==> config.mk <==
export PLATFORM = sky130hd
export DESIGN_NAME = pi_byte_receiver_flat
export DESIGN_NICKNAME = d
export VERILOG_FILES = /design/src/rtl/pi_link_pkg.sv /design/src/rtl/pi_byte_receiver_if.sv /design/src/rtl/pi_rx_fifo.sv /design/src/rtl/pi_byte_receiver.sv /design/src/flat_wrapper.sv
export SDC_FILE = /design/constraint.sdc
export NUM_CORES = 1
export LEC_CHECK = 0
export ABC_AREA = 1
export ABC_CLOCK_PERIOD_IN_PS = 8100
export CAP_MARGIN = 10
export CORE_UTILIZATION = 45
export CTS_BUF_LIST = sky130_fd_sc_hd__clkbuf_16
export CTS_CLUSTER_DIAMETER = 200
export DETAILED_ROUTE_END_ITERATION = 6
export PLACE_DENSITY = 0.64
export SETUP_SLACK_MARGIN = 0.4
export SLEW_MARGIN = 0
export SYNTH_ARGS = -nofsm -noshare
export SYNTH_HDL_FRONTEND = slang
export SYNTH_HIERARCHICAL = 1
export SYNTH_SLANG_ARGS = --single-unit
==> constraint.sdc <==
create_clock -name clk -period 8.1 [get_ports clk]
set_clock_uncertainty 0.05 [all_clocks]
set_input_delay 1.62 -clock clk [delete_from_list [all_inputs] [get_ports clk]]
set_output_delay 1.62 -clock clk [all_outputs]
set_load 0.05 [all_outputs]
==> src/rtl/pi_link_pkg.sv <==
// pi_link_pkg
// Shared definitions for the Raspberry Pi parallel byte link:
//   pi_state_e - receiver handshake FSM states
//   PI_DATA_W  - width of the Pi data bus
//   RX_CNT_W   - width of the accepted-byte counter
package pi_link_pkg;

    localparam int PI_DATA_W = 8;
    localparam int RX_CNT_W  = 16;

    typedef enum logic [1:0] {
        ST_IDLE    = 2'd0,
        ST_STALL   = 2'd1,
        ST_ACK     = 2'd2,
        ST_RECOVER = 2'd3
    } pi_state_e;

endpackage

==> src/rtl/pi_byte_receiver_if.sv <==
// pi_byte_receiver_if
// Bundles the Pi-facing 4-phase link and the downstream byte stream.
//   pi_req_raw  Pi -> FPGA   asynchronous request, data valid while high
//   pi_data     Pi -> FPGA   data bus, stable from before req rise until ack seen
//   fpga_ack    FPGA -> Pi   registered acknowledge
//   m_data      FPGA -> sink FIFO head byte
//   m_valid     FPGA -> sink FIFO non-empty
//   m_ready     sink -> FPGA sink can take m_data
// Stream handshake: a byte moves on every rising clk edge where m_valid and
// m_ready are both high; m_data is meaningful only while m_valid is high, and
// m_valid never depends combinationally on m_ready.
// Modports: slave = the receiver block, master = the Pi and the downstream sink.
interface pi_byte_receiver_if;
    import pi_link_pkg::*;

    logic                 pi_req_raw;
    logic [PI_DATA_W-1:0] pi_data;
    logic                 fpga_ack;
    logic [PI_DATA_W-1:0] m_data;
    logic                 m_valid;
    logic                 m_ready;

    modport slave (
        input  pi_req_raw, pi_data, m_ready,
        output fpga_ack, m_data, m_valid
    );

    modport master (
        output pi_req_raw, pi_data, m_ready,
        input  fpga_ack, m_data, m_valid
    );

endinterface

==> src/rtl/pi_rx_fifo.sv <==
// pi_rx_fifo
// Synchronous first-word-fall-through FIFO.
//   clk, reset  clock, synchronous active-high reset (empties the FIFO)
//   push, wdata write request and data; ignored while full
//   pop         read request; ignored while empty
//   rdata       head entry, valid whenever empty is low
//   full, empty occupancy flags
//   level       current occupancy, 0..DEPTH
module pi_rx_fifo #(
    parameter int DEPTH = 16,
    parameter int WIDTH = 8
) (
    input  logic                     clk,
    input  logic                     reset,
    input  logic                     push,
    input  logic [WIDTH-1:0]         wdata,
    input  logic                     pop,
    output logic [WIDTH-1:0]         rdata,
    output logic                     full,
    output logic                     empty,
    output logic [$clog2(DEPTH):0]   level
);

    localparam int AW = $clog2(DEPTH);
    localparam logic [AW:0] DEPTH_L = (AW+1)'(DEPTH);

    logic [WIDTH-1:0] mem [DEPTH];
    // Pointers carry one extra bit so that full and empty differ.
    logic [AW:0] wr_ptr;
    logic [AW:0] rd_ptr;
    logic        push_ok;
    logic        pop_ok;

    assign level   = wr_ptr - rd_ptr;
    assign full    = (level == DEPTH_L);
    assign empty   = (level == '0);
    assign push_ok = push & ~full;
    assign pop_ok  = pop & ~empty;
    assign rdata   = mem[rd_ptr[AW-1:0]];

    always_ff @(posedge clk) begin
        if (push_ok) begin
            mem[wr_ptr[AW-1:0]] <= wdata;
        end
    end

    always_ff @(posedge clk) begin
        if (reset) begin
            wr_ptr <= '0;
            rd_ptr <= '0;
        end else begin
            if (push_ok) wr_ptr <= wr_ptr + 1'b1;
            if (pop_ok)  rd_ptr <= rd_ptr + 1'b1;
        end
    end

endmodule

==> src/rtl/pi_byte_receiver.sv <==
// pi_byte_receiver
// Receives bytes from the Raspberry Pi 4-phase req/ack link, queues them in a
// FWFT FIFO and presents them downstream as a valid/ready stream. When the
// FIFO is full the request is held in STALL with acknowledge low.
//   clk, reset   system clock, synchronous active-high reset
//   link         Pi link and downstream stream (slave side)
//   fifo_level   FIFO occupancy
//   rx_count     bytes accepted, wraps at 16 bits
//   timeout_err  sticky: Pi held req too long after ack
//   err_clr      clears timeout_err (a simultaneous set wins)
//   state        current handshake FSM state, for debug
module pi_byte_receiver
    import pi_link_pkg::*;
#(
    parameter int FIFO_DEPTH     = 16,
    parameter int SYNC_STAGES    = 2,
    parameter int TIMEOUT_CYCLES = 1000000
) (
    input  logic                        clk,
    input  logic                        reset,
    pi_byte_receiver_if.slave           link,
    output logic [$clog2(FIFO_DEPTH):0] fifo_level,
    output logic [RX_CNT_W-1:0]         rx_count,
    output logic                        timeout_err,
    input  logic                        err_clr,
    output pi_state_e                   state
);

    localparam logic [31:0] TO_LAST = 32'(TIMEOUT_CYCLES) - 32'd1;

    logic [SYNC_STAGES-1:0] sync_q;
    logic                   req_s;
    pi_state_e              state_q;
    logic                   ack_q;
    logic [31:0]            to_cnt;
    logic [RX_CNT_W-1:0]    rx_cnt_q;
    logic                   err_q;
    logic                   full;
    logic                   empty;
    logic                   push;
    logic                   pop;

    // Only the request line crosses domains; pi_data is guaranteed stable
    // by the time the synchronised request is seen.
    always_ff @(posedge clk) begin
        if (reset) begin
            sync_q <= '0;
        end else begin
            sync_q <= {sync_q[SYNC_STAGES-2:0], link.pi_req_raw};
        end
    end
    assign req_s = sync_q[SYNC_STAGES-1];

    // A byte is taken only on leaving IDLE/STALL, so each request pushes once.
    assign push = req_s & ~full & ((state_q == ST_IDLE) | (state_q == ST_STALL));
    assign pop  = ~empty & link.m_ready;

    always_ff @(posedge clk) begin
        if (reset) begin
            state_q  <= ST_IDLE;
            ack_q    <= 1'b0;
            to_cnt   <= '0;
            rx_cnt_q <= '0;
            err_q    <= 1'b0;
        end else begin
            // Clear first so a timeout set later in this block overrides it.
            if (err_clr) err_q <= 1'b0;

            case (state_q)
                ST_IDLE: begin
                    if (push) begin
                        state_q  <= ST_ACK;
                        ack_q    <= 1'b1;
                        to_cnt   <= '0;
                        rx_cnt_q <= rx_cnt_q + 1'b1;
                    end else if (req_s) begin
                        state_q <= ST_STALL;
                    end
                end
                ST_STALL: begin
                    if (!req_s) begin
                        state_q <= ST_IDLE;
                    end else if (push) begin
                        state_q  <= ST_ACK;
                        ack_q    <= 1'b1;
                        to_cnt   <= '0;
                        rx_cnt_q <= rx_cnt_q + 1'b1;
                    end
                end
                ST_ACK: begin
                    if (!req_s) begin
                        state_q <= ST_IDLE;
                        ack_q   <= 1'b0;
                    end else if (TIMEOUT_CYCLES != 0 && to_cnt == TO_LAST) begin
                        state_q <= ST_RECOVER;
                        ack_q   <= 1'b0;
                        err_q   <= 1'b1;
                    end else if (TIMEOUT_CYCLES != 0) begin
                        to_cnt <= to_cnt + 32'd1;
                    end
                end
                ST_RECOVER: begin
                    if (!req_s) state_q <= ST_IDLE;
                end
                default: begin
                    state_q <= ST_IDLE;
                    ack_q   <= 1'b0;
                end
            endcase
        end
    end

    pi_rx_fifo #(
        .DEPTH (FIFO_DEPTH),
        .WIDTH (PI_DATA_W)
    ) u_fifo (
        .clk   (clk),
        .reset (reset),
        .push  (push),
        .wdata (link.pi_data),
        .pop   (pop),
        .rdata (link.m_data),
        .full  (full),
        .empty (empty),
        .level (fifo_level)
    );

    assign link.fpga_ack = ack_q;
    assign link.m_valid  = ~empty;
    assign rx_count      = rx_cnt_q;
    assign timeout_err   = err_q;
    assign state         = state_q;

endmodule

==> src/flat_wrapper.sv <==
// flat-port wrapper written by rule: the top's interface ports become plain ports
module pi_byte_receiver_flat import pi_link_pkg::*;
#(
    parameter int FIFO_DEPTH     = 16,
    parameter int SYNC_STAGES    = 2,
    parameter int TIMEOUT_CYCLES = 1000000
)
  (clk, reset, fifo_level, rx_count, timeout_err, err_clr, state, link_pi_req_raw, link_pi_data, link_m_ready, link_fpga_ack, link_m_data, link_m_valid);
  pi_byte_receiver_if link_i ();
  input  logic clk;
  input  logic reset;
  output logic [$clog2(FIFO_DEPTH):0] fifo_level;
  output logic [RX_CNT_W-1:0] rx_count;
  output logic timeout_err;
  input  logic err_clr;
  output pi_state_e state;
  input wire logic [$bits(link_i.pi_req_raw)-1:0] link_pi_req_raw;
  input wire logic [$bits(link_i.pi_data)-1:0] link_pi_data;
  input wire logic [$bits(link_i.m_ready)-1:0] link_m_ready;
  output wire logic [$bits(link_i.fpga_ack)-1:0] link_fpga_ack;
  output wire logic [$bits(link_i.m_data)-1:0] link_m_data;
  output wire logic [$bits(link_i.m_valid)-1:0] link_m_valid;
  assign link_i.pi_req_raw = link_pi_req_raw;
  assign link_i.pi_data = link_pi_data;
  assign link_i.m_ready = link_m_ready;
  assign link_fpga_ack = link_i.fpga_ack;
  assign link_m_data = link_i.m_data;
  assign link_m_valid = link_i.m_valid;
  pi_byte_receiver #(.FIFO_DEPTH(FIFO_DEPTH), .SYNC_STAGES(SYNC_STAGES), .TIMEOUT_CYCLES(TIMEOUT_CYCLES)) u_core (.clk(clk), .reset(reset), .link(link_i), .fifo_level(fifo_level), .rx_count(rx_count), .timeout_err(timeout_err), .err_clr(err_clr), .state(state));
endmodule
==> results of run 1 <==
-- sequential cells by signal, summed over array words and instances (netlist names), named ones only --
| register | flops |
|---|---|
| u_core/link.fpga_ack | 1 |
| u_core/rx_count | 16 |
| u_core/state | 2 |
| u_core/sync_q | 2 |
| u_core/timeout_err | 1 |
| u_core/to_cnt | 32 |
| u_core/u_fifo/mem | 128 |
| u_core/u_fifo/rd_ptr | 5 |
| u_core/u_fifo/wr_ptr | 5 |
-- power groups by stage --
stage          Combinational [mW]  Clock (mW)  Sequential [mW]
3_3_place_gp                0.818           0             1.17
4_1_cts                     0.828       0.875             1.14
2_1_floorplan               0.651           0             1.13
5_1_grt                     0.903       0.913             1.15
6_report                    0.828       0.857             1.14
3_5_place_dp                0.827           0             1.17
-- logic make-up after synthesis --
logic type | Yosys count | share of synthesized area [%]
DFF | 196 | 55.6
AOI/OAI and AO/OA | 159 | 9.77
and+or+nand+nor | 568 | 25.5
xor gates and xnor gates | 13 | 1.22
adders and majority gates | 12 | 1.68
buffers and inverters | 140 | 6.19
-- synthesized netlist by cell type --
cell type,instances
nand3_1,74
or2_1,1
nand3b_2,1
nand2_4,2
o21a_1,1
o211ai_1,32
nand4_1,15
dfxtp_1,68
inv_1,97
a21oi_1,33
a21oi_2,6
nor2_2,4
edfxtp_1,128
nand3_2,4
inv_2,3
buf_6,3
nor3_4,1
o21ai_1,6
nor3b_1,2
nor3_1,11
a21oi_4,1
fa_1,1
buf_1,2
clkinv_1,2
buf_2,10
xnor2_1,2
clkbuf_1,18
xor2_1,11
nor3_2,1
o21ai_0,79
nand2_2,5
ha_1,11
buf_4,5
o21bai_1,1
nor2_1,243
nor2_4,1
nand2_1,201
nand3b_1,2
-- per-stage QoR --
stage | hold WS, ps | util [%] | area, um2 | setup WS (ps) | total power, mW
after floorplan | 338 | - | 9360 | 3800 | 1.78
after global placement | 348 | 49.2 | 9980 | 3420 | 1.98
after detailed placement | 345 | 49.2 | 9980 | 3400 | 1.99
after CTS | 356 | 52.2 | 10600 | 2940 | 2.85
after global routing | 389 | 52.2 | 10600 | 2690 | 2.97
final | 361 | 52.2 | 10600 | 2920 | 2.83
-- cell type report --
| type | count | area share [%] |
|---|---|---|
| Clock buffer | 17 | 4.01 |
| Clock inverter | 15 | 1.83 |
| Inverter | 102 | 3.61 |
| Multi-Input combinational cell | 752 | 33.7 |
| Sequential cell | 196 | 49.1 |
| Tap cell | 270 | 3.19 |
| Timing Repair Buffer | 48 | 4.49 |
-- worst min-delay path by stage --
stage,start,slack (ps),cells past startpoint,to
2_1_floorplan,u_core/sync_q[0]$_SDFF_PP0_,340,2,u_core/sync_q[1]$_SDFF_PP0_
3_3_place_gp,u_core/sync_q[0]$_SDFF_PP0_,350,2,u_core/sync_q[1]$_SDFF_PP0_
3_5_place_dp,u_core/sync_q[0]$_SDFF_PP0_,350,2,u_core/sync_q[1]$_SDFF_PP0_
4_1_cts,u_core/sync_q[0]$_SDFF_PP0_,360,2,u_core/sync_q[1]$_SDFF_PP0_
5_1_grt,u_core/sync_q[0]$_SDFF_PP0_,390,2,u_core/sync_q[1]$_SDFF_PP0_
6_report,u_core/sync_q[0]$_SDFF_PP0_,360,2,u_core/sync_q[1]$_SDFF_PP0_
-- worst reg2reg max path, stage by stage, from the launching register on --
cell	delay [ps]
dfxtp_1	360
inv_1	150
ha_1	170
inv_1	60
fa_1	390
nand3_1	110
nand3_1	90
nand2_1	90
nand2_2	70
nand3_2	220
inv_1	210
nor2_1	180
nand2_2	140
inv_2	260
nand2_1	150
inv_1	110
nand2_1	110
nor2_1	900
-- layout by cell type, fill, tap and decap left out, types with 4 or more instances in the layout --
cell / n
nand4_1: 15
nor2_2: 4
xor2_1: 11
o21ai_0: 79
nand3_2: 4
clkinv_8: 4
nor2_1: 243
inv_8: 4
ha_1: 11
clkdlybuf4s50_1: 46
nor3_1: 11
edfxtp_1: 128
clkbuf_16: 17
inv_1: 97
o211ai_1: 32
nand3_1: 74
o21ai_1: 6
nand2_2: 5
nand2_1: 201
a21oi_1: 33
dfxtp_1: 66
a21oi_2: 6
-- routing by layer --
layer,up-vias,track usage (%)
li1,3676,-
met1,3499,28.3
met2,206,33.3
met3,22,2.97
met4,0,6.41
met5,-,0
==> impl_metrics.csv, run 1 <==
group,metric,value,unit
cells_and_area,final_layout_size_suffix_gt1_share,5.75,%
worst_setup_path,critical_path.endpoint,"link_m_data[0]",
power,clock_share_of_power,30.3,%
timing,timing.final.crit_share,63.9,%
drt,remaining_drc_errors,0,
worst_setup_path,cp_cell_sequence,"buf_4 > inv_2 > nor2_1 > nor2_1 > o21ai_0 > o211ai_1 > nand3_1 > nand2_1 > clkdlybuf4s50_1",
synthesis,synth_nets,1113,
drt,drt_first_pass_iters,5,
placed_design,count_of_input_and_output_buffers,46,
cts,worstSkewPairLatency,440,ps
cts,cts_post_setup_buffers_inserted,0,
drt,first_iter_violations,542,
cts,clk_pin_slew_worst_paths,80,ps
synthesis,postSynthRegisterBits,196,
power,netSwitchingPower,1.06,mW
worst_setup_path,critPathRequiredTime,6430,ps
drt,ant_nets,0,
power,vdd.ir_drop.worst,188,uV
worst_setup_path,critPathMaxFanout,65,
timing,finalHoldViolations,0,
worst_setup_path,critical_path.top_delay_family,"buffers and inverters",
cells_and_area,design.final.nets,1142,
worst_setup_path,r2r_cells,17,
worst_setup_path,rr_startpoint,"u_core/u_fifo/wr_ptr[0]$_SDFFE_PP0P_",
worst_setup_path,cp_num_buf_inv,3,
worst_setup_path,worstSetupStartpointType,"flip-flop",
synthesis,yosys-top-cells-area,"edfxtp_1 (41%), dfxtp_1 (15%), nor2_1 (9.7%), nand2_1 (8.1%), o21ai_0 (4.2%)",
worst_setup_path,worstPathArrival,3510,ps
drt,met3RoutedLength,1100,um
power,power.internal,1.77,mW
hold_path,kind_of_path_behind_the_tightest_hold_check,"reg -> reg",
worst_setup_path,cpPeakStageDelay,920,ps
cells_and_area,synthToLayoutAreaGrowth,13.2,%
cts,tritoncts,"built",
synthesis,post_synth_top_area_cell,"edfxtp_1",
drt,avgViaCountPerCell,5.29,
timing,maxSlewHeadroom,21.4,%
floorplan,floorplan.die.width,146,um
floorplan,top_level_ports,47,
worst_setup_path,critical_path_depth,9,
global_route,largest_net_degree_at_the_start_of_global_routing,66,
status,run_status,"finished, final reports clean",
power,power_density,267,nW/um2
cts,cts_hold_buffers,0,
power,seq_power_share,40.4,%
drt,route.met2.wl,10000,um
cells_and_area,seq_area,5210,um2
cts,cts_sinks,196,
cts,ctsResizeCount,0,
floorplan,floorplan.die.height,146,um
timing,post-route-min-period,5180,ps
timing,finalSetupViolations,0,
cells_and_area,n_fill_cell,1896,
drt,route.vias.total,7403,
floorplan,die_ar,21400,um2
global_route,grt_remaining_overflow,0,
timing,timing_max_transition_violations_final,0,
power,power.share.switching,37.4,%
placed_design,half_perimeter_wire_length_after_detailed_placement,14100,um
synthesis,synth.lib_cells_used.distinct,38,
floorplan,effective_utilization_at_floorplan,46.1,%
global_route,antenna_found_initial,0,
synthesis,ys_seq_area_share,55.6,%
worst_setup_path,timing_worst_setup_path_type,"reg -> out",
cts,cts_buffer_depth,2,
synthesis,synth.yosys.warnings,6,
worst_setup_path,crit_path_top_delay_cell,"inv_2",
drt,wire_per_inst,15.4,um
cells_and_area,antenna-diode-count,0,
global_route,grt_pass1_wl,34300,um
timing,worst_pin_slew,1180,ps
drt,routed.top_layer,"met4",
drt,drt-met1-wl,10200,um
timing,unrepaired_setup_endpoints_after_global_routing,"false",
floorplan,core.rowCount,52,
synthesis,syn_area_per_cell,8.60,um2
global_route,grt_util_all_layers,20.5,%
timing,max_freq,0.193,GHz
worst_setup_path,worst_path_most_repeated_cell,"nor2_1",
power,power.combinational.fraction,29.3,%
floorplan,placeableCoreArea,20300,um2
flow_run,max_cap_violations,0,
placed_design,dp.cells,1368,
cells_and_area,multi_input_comb_area,3580,um2
synthesis,synth.cell_area,9360,um2
synthesis,netlist_instances,1088,
worst_setup_path,worst-r2r-setup-slack,3880,ps
drt,wl,21500,um
worst_setup_path,r2r_end,"u_core/u_fifo/mem[1][5]$_DFFE_PP_",
worst_setup_path,worst_setup_path_end_kind,"output port",
cts,cts_made_buffers,17,
placed_design,finalWeightedCongestion,0.874,
global_route,vias_in_the_first_global_route,6631,
cells_and_area,final_cells,1400,
cts,cts-root-buf,"clkbuf_16",
power,leak,3.79,nW
synthesis,synth_top_cell_area_share,41.1,%
cts,htree_levels,4,
timing,timing.setup.tns,0,ps
No activity file was read; power rests on OpenSTA's default activity.
==> run 2: changes to the inputs <==
- ABC_CLOCK_PERIOD_IN_PS: 8100 -> 4300
- PLACE_DENSITY: 0.64 -> 0.66
- clock period: 8.1 -> 4.3 ns (I/O delays scaled with it)
==> run 2 against run 1 <==
Register-to-register slack lost 3300 ps; flip-flop and latch count is the same; largest power group unchanged; cell area grew 0.65%; largest cell class unchanged; total power grew 91%; die area is the same; sequential power grew 86%; wire length grew 1.9%; count of clock-buffer cells in the layout is the same; highest routed layer unchanged; non-clock buffer count grew 9.
==> impl_metrics.csv, run 2 (same netlist as run 1, synthesis figures left out) <==
group,metric,value,unit
timing,unrepaired_setup_endpoints_after_global_routing,"true",
worst_setup_path,worst_path_most_repeated_cell,"inv_1",
timing,timing.hold.ws,360,ps
power,power.combinational.fraction,31.9,%
global_route,largest_net_degree_at_the_start_of_global_routing,65,
drt,avgViaCountPerCell,5.23,
worst_setup_path,crit_path_top_delay_cell,"nor2_1",
placed_design,half_perimeter_wire_length_after_detailed_placement,14700,um
worst_setup_path,cp_num_buf_inv,5,
flow_run,max_cap_violations,0,
power,power.share.switching,38.0,%
floorplan,floorplan.die.width,146,um
global_route,vias_in_the_first_global_route,6886,
cells_and_area,final_cell_mix,"nor2_1 (236), nand2_1 (201), edfxtp_1 (128), inv_1 (97), o21ai_0 (79)",
worst_setup_path,worstPathArrival,3750,ps
drt,drt_first_pass_iters,5,
cells_and_area,synthToLayoutAreaGrowth,14.0,%
power,leak,3.83,nW
timing,finalSetupViolations,0,
timing,maxSlewHeadroom,48.1,%
power,total_power,5.41,mW
global_route,grt_remaining_overflow,0,
worst_setup_path,worstSetupStartpointType,"flip-flop",
cts,cts-root-buf,"clkbuf_16",
power,seq_power_share,39.3,%
power,vdd.ir_drop.worst,336,uV
worst_setup_path,timing_worst_setup_path_type,"reg -> reg",
cts,cts_hold_buffers,0,
worst_setup_path,critPathMaxFanout,13,
cells_and_area,design.final.nets,1151,
power,clock_share_of_power,28.8,%
worst_setup_path,r2r_end,"u_core/u_fifo/mem[13][4]$_DFFE_PP_",
global_route,grt_util_all_layers,21.2,%
cts,cts_sinks,196,
cts,cts_post_setup_buffers_inserted,0,
cts,htree_levels,4,
worst_setup_path,cp_cell_sequence,"inv_1 > ha_1 > inv_1 > fa_1 > nand3_1 > nand3_1 > nand2_1 > nand2_2 > nand3_2 > inv_1 > nor2_1 > nand2_2 > inv_2 > nand2_1 > inv_1 > nand2_1 > nor2_1",
drt,remaining_drc_errors,0,
floorplan,effective_utilization_at_floorplan,46.1,%
timing,worst_pin_slew,777,ps
drt,first_iter_violations,616,
worst_setup_path,critical_path.top_delay_family,"simple AND/OR/NAND/NOR gates",
timing,timing.setup.tns,0,ps
drt,route.vias.total,7371,
cells_and_area,number_of_flip_flops_under_the_largest_register_name,128,
worst_setup_path,worst-r2r-setup-slack,570,ps
worst_setup_path,critPathRequiredTime,4320,ps
hold_path,kind_of_path_behind_the_tightest_hold_check,"reg -> reg",
cts,worstSkewPairLatency,440,ps
worst_setup_path,critical_path.endpoint,"u_core/u_fifo/mem[13][4]$_DFFE_PP_",
cts,cts_buffer_depth,2,
power,power.internal,3.35,mW
floorplan,floorplan.die.height,146,um
worst_setup_path,r2r_cells,17,
cells_and_area,antenna-diode-count,0,
timing,timing_max_transition_violations_final,0,
placed_design,count_of_input_and_output_buffers,46,
worst_setup_path,rr_startpoint,"u_core/u_fifo/wr_ptr[0]$_SDFFE_PP0P_",
cells_and_area,layout_commonest_cell,"nor2_1",
drt,ant_nets,0,
timing,timing.final.crit_share,86.7,%
cts,tritoncts,"built",
cts,clk_pin_slew_worst_paths,70,ps
cells_and_area,final_layout_size_suffix_gt1_share,7.29,%
timing,post-route-min-period,3730,ps
floorplan,die_ar,21400,um2
power,netSwitchingPower,2.05,mW
drt,wire_per_inst,15.6,um
floorplan,core.rowCount,52,
worst_setup_path,worst_setup_path_end_kind,"flip-flop",
timing,finalHoldViolations,0,
drt,wl,22000,um
status,run_status,"finished, final reports clean",
global_route,grt_pass1_wl,35300,um
global_route,antenna_found_initial,0,
worst_setup_path,critical_path_depth,17,
cts,cts_made_buffers,17,
worst_setup_path,origin_of_the_worst_setup_path,"u_core/u_fifo/wr_ptr[0]$_SDFFE_PP0P_",
placed_design,finalWeightedCongestion,0.878,
worst_setup_path,cpPeakStageDelay,600,ps
floorplan,placeableCoreArea,20300,um2
power,power_density,507,nW/um2
floorplan,top_level_ports,47,
timing,max_freq,0.268,GHz
==> run 2: changes by cell type in the layout (fill, tap and decap cells not counted), sizes merged <==
cell,change
buf,+9
clkbuf,+1
clkdlybuf4s50,-1
clkinvlp,+1
inv,-1
==> run 2: what timing repair did <==
action,CTS,global route
gates cloned,0,0
resized for setup,2,9
endpoints found under the setup margin,2,81
==> run 2: metrics by stage <==
| step | cell area, um2 | cells | worst slack (ps) | util [%] |
|---|---|---|---|---|
| floorplan | 9370 | 1088 | 661 | - |
| global placement | 10100 | 1377 | 691 | 49.6 |
| detailed placement | 10100 | 1377 | 568 | 49.6 |
| CTS | 10700 | 1409 | 498 | 52.5 |
| global route | 10700 | 1409 | 292 | 52.6 |
| finish | 10700 | 1409 | 573 | 52.6 |
==> run 2: layout make-up <==
class / count / area, um2
multi-input combinational: 752 / 3600
timing repair buffer: 57 / 551
inverter: 102 / 383
fill: 1902 / 9630
tap: 270 / 338
sequential: 196 / 5210
clock inverter: 15 / 160
clock buffer: 17 / 425
==> run 2: how the worst min path moves through the flow <==
stage	from	end	cells past startpoint
detailed placement	u_core/sync_q[0]$_SDFF_PP0_	u_core/sync_q[1]$_SDFF_PP0_	2
global route	u_core/sync_q[0]$_SDFF_PP0_	u_core/sync_q[1]$_SDFF_PP0_	2
floorplan	u_core/sync_q[0]$_SDFF_PP0_	u_core/sync_q[1]$_SDFF_PP0_	2
CTS	u_core/sync_q[0]$_SDFF_PP0_	u_core/sync_q[1]$_SDFF_PP0_	2
global placement	u_core/sync_q[0]$_SDFF_PP0_	u_core/sync_q[1]$_SDFF_PP0_	2
finish	u_core/sync_q[0]$_SDFF_PP0_	u_core/sync_q[1]$_SDFF_PP0_	2
==> run 2: worst min-delay path, cell delays in order (launching register included) <==
cell and delay, ps:
dfxtp_1 300, inv_1 40, nor2_1 30
==> run 2: layer usage <==
layer	routed length, um	part of all wire (%)	global-route usage, %
met1	10300	47	29.1
met2	10200	47	34.0
met3	1240	5.6	4.72
met4	163	0.74	5.16
met5	0	0	0
==> run 2: power groups by stage <==
stage | Sequential [mW] | Combinational, mW | Clock, mW
2_1_floorplan | 2.12 | 1.23 | 0
3_3_place_gp | 2.17 | 1.72 | 0
3_5_place_dp | 2.17 | 1.72 | 0
4_1_cts | 2.13 | 1.72 | 1.59
5_1_grt | 2.13 | 1.86 | 1.67
6_report | 2.12 | 1.72 | 1.56
==> run 3: changes to the inputs <==
- CTS_CLUSTER_DIAMETER: 200 -> unset
==> results of run 3 <==
No change in the layout: final DEF, timing and power equal those of run 2.
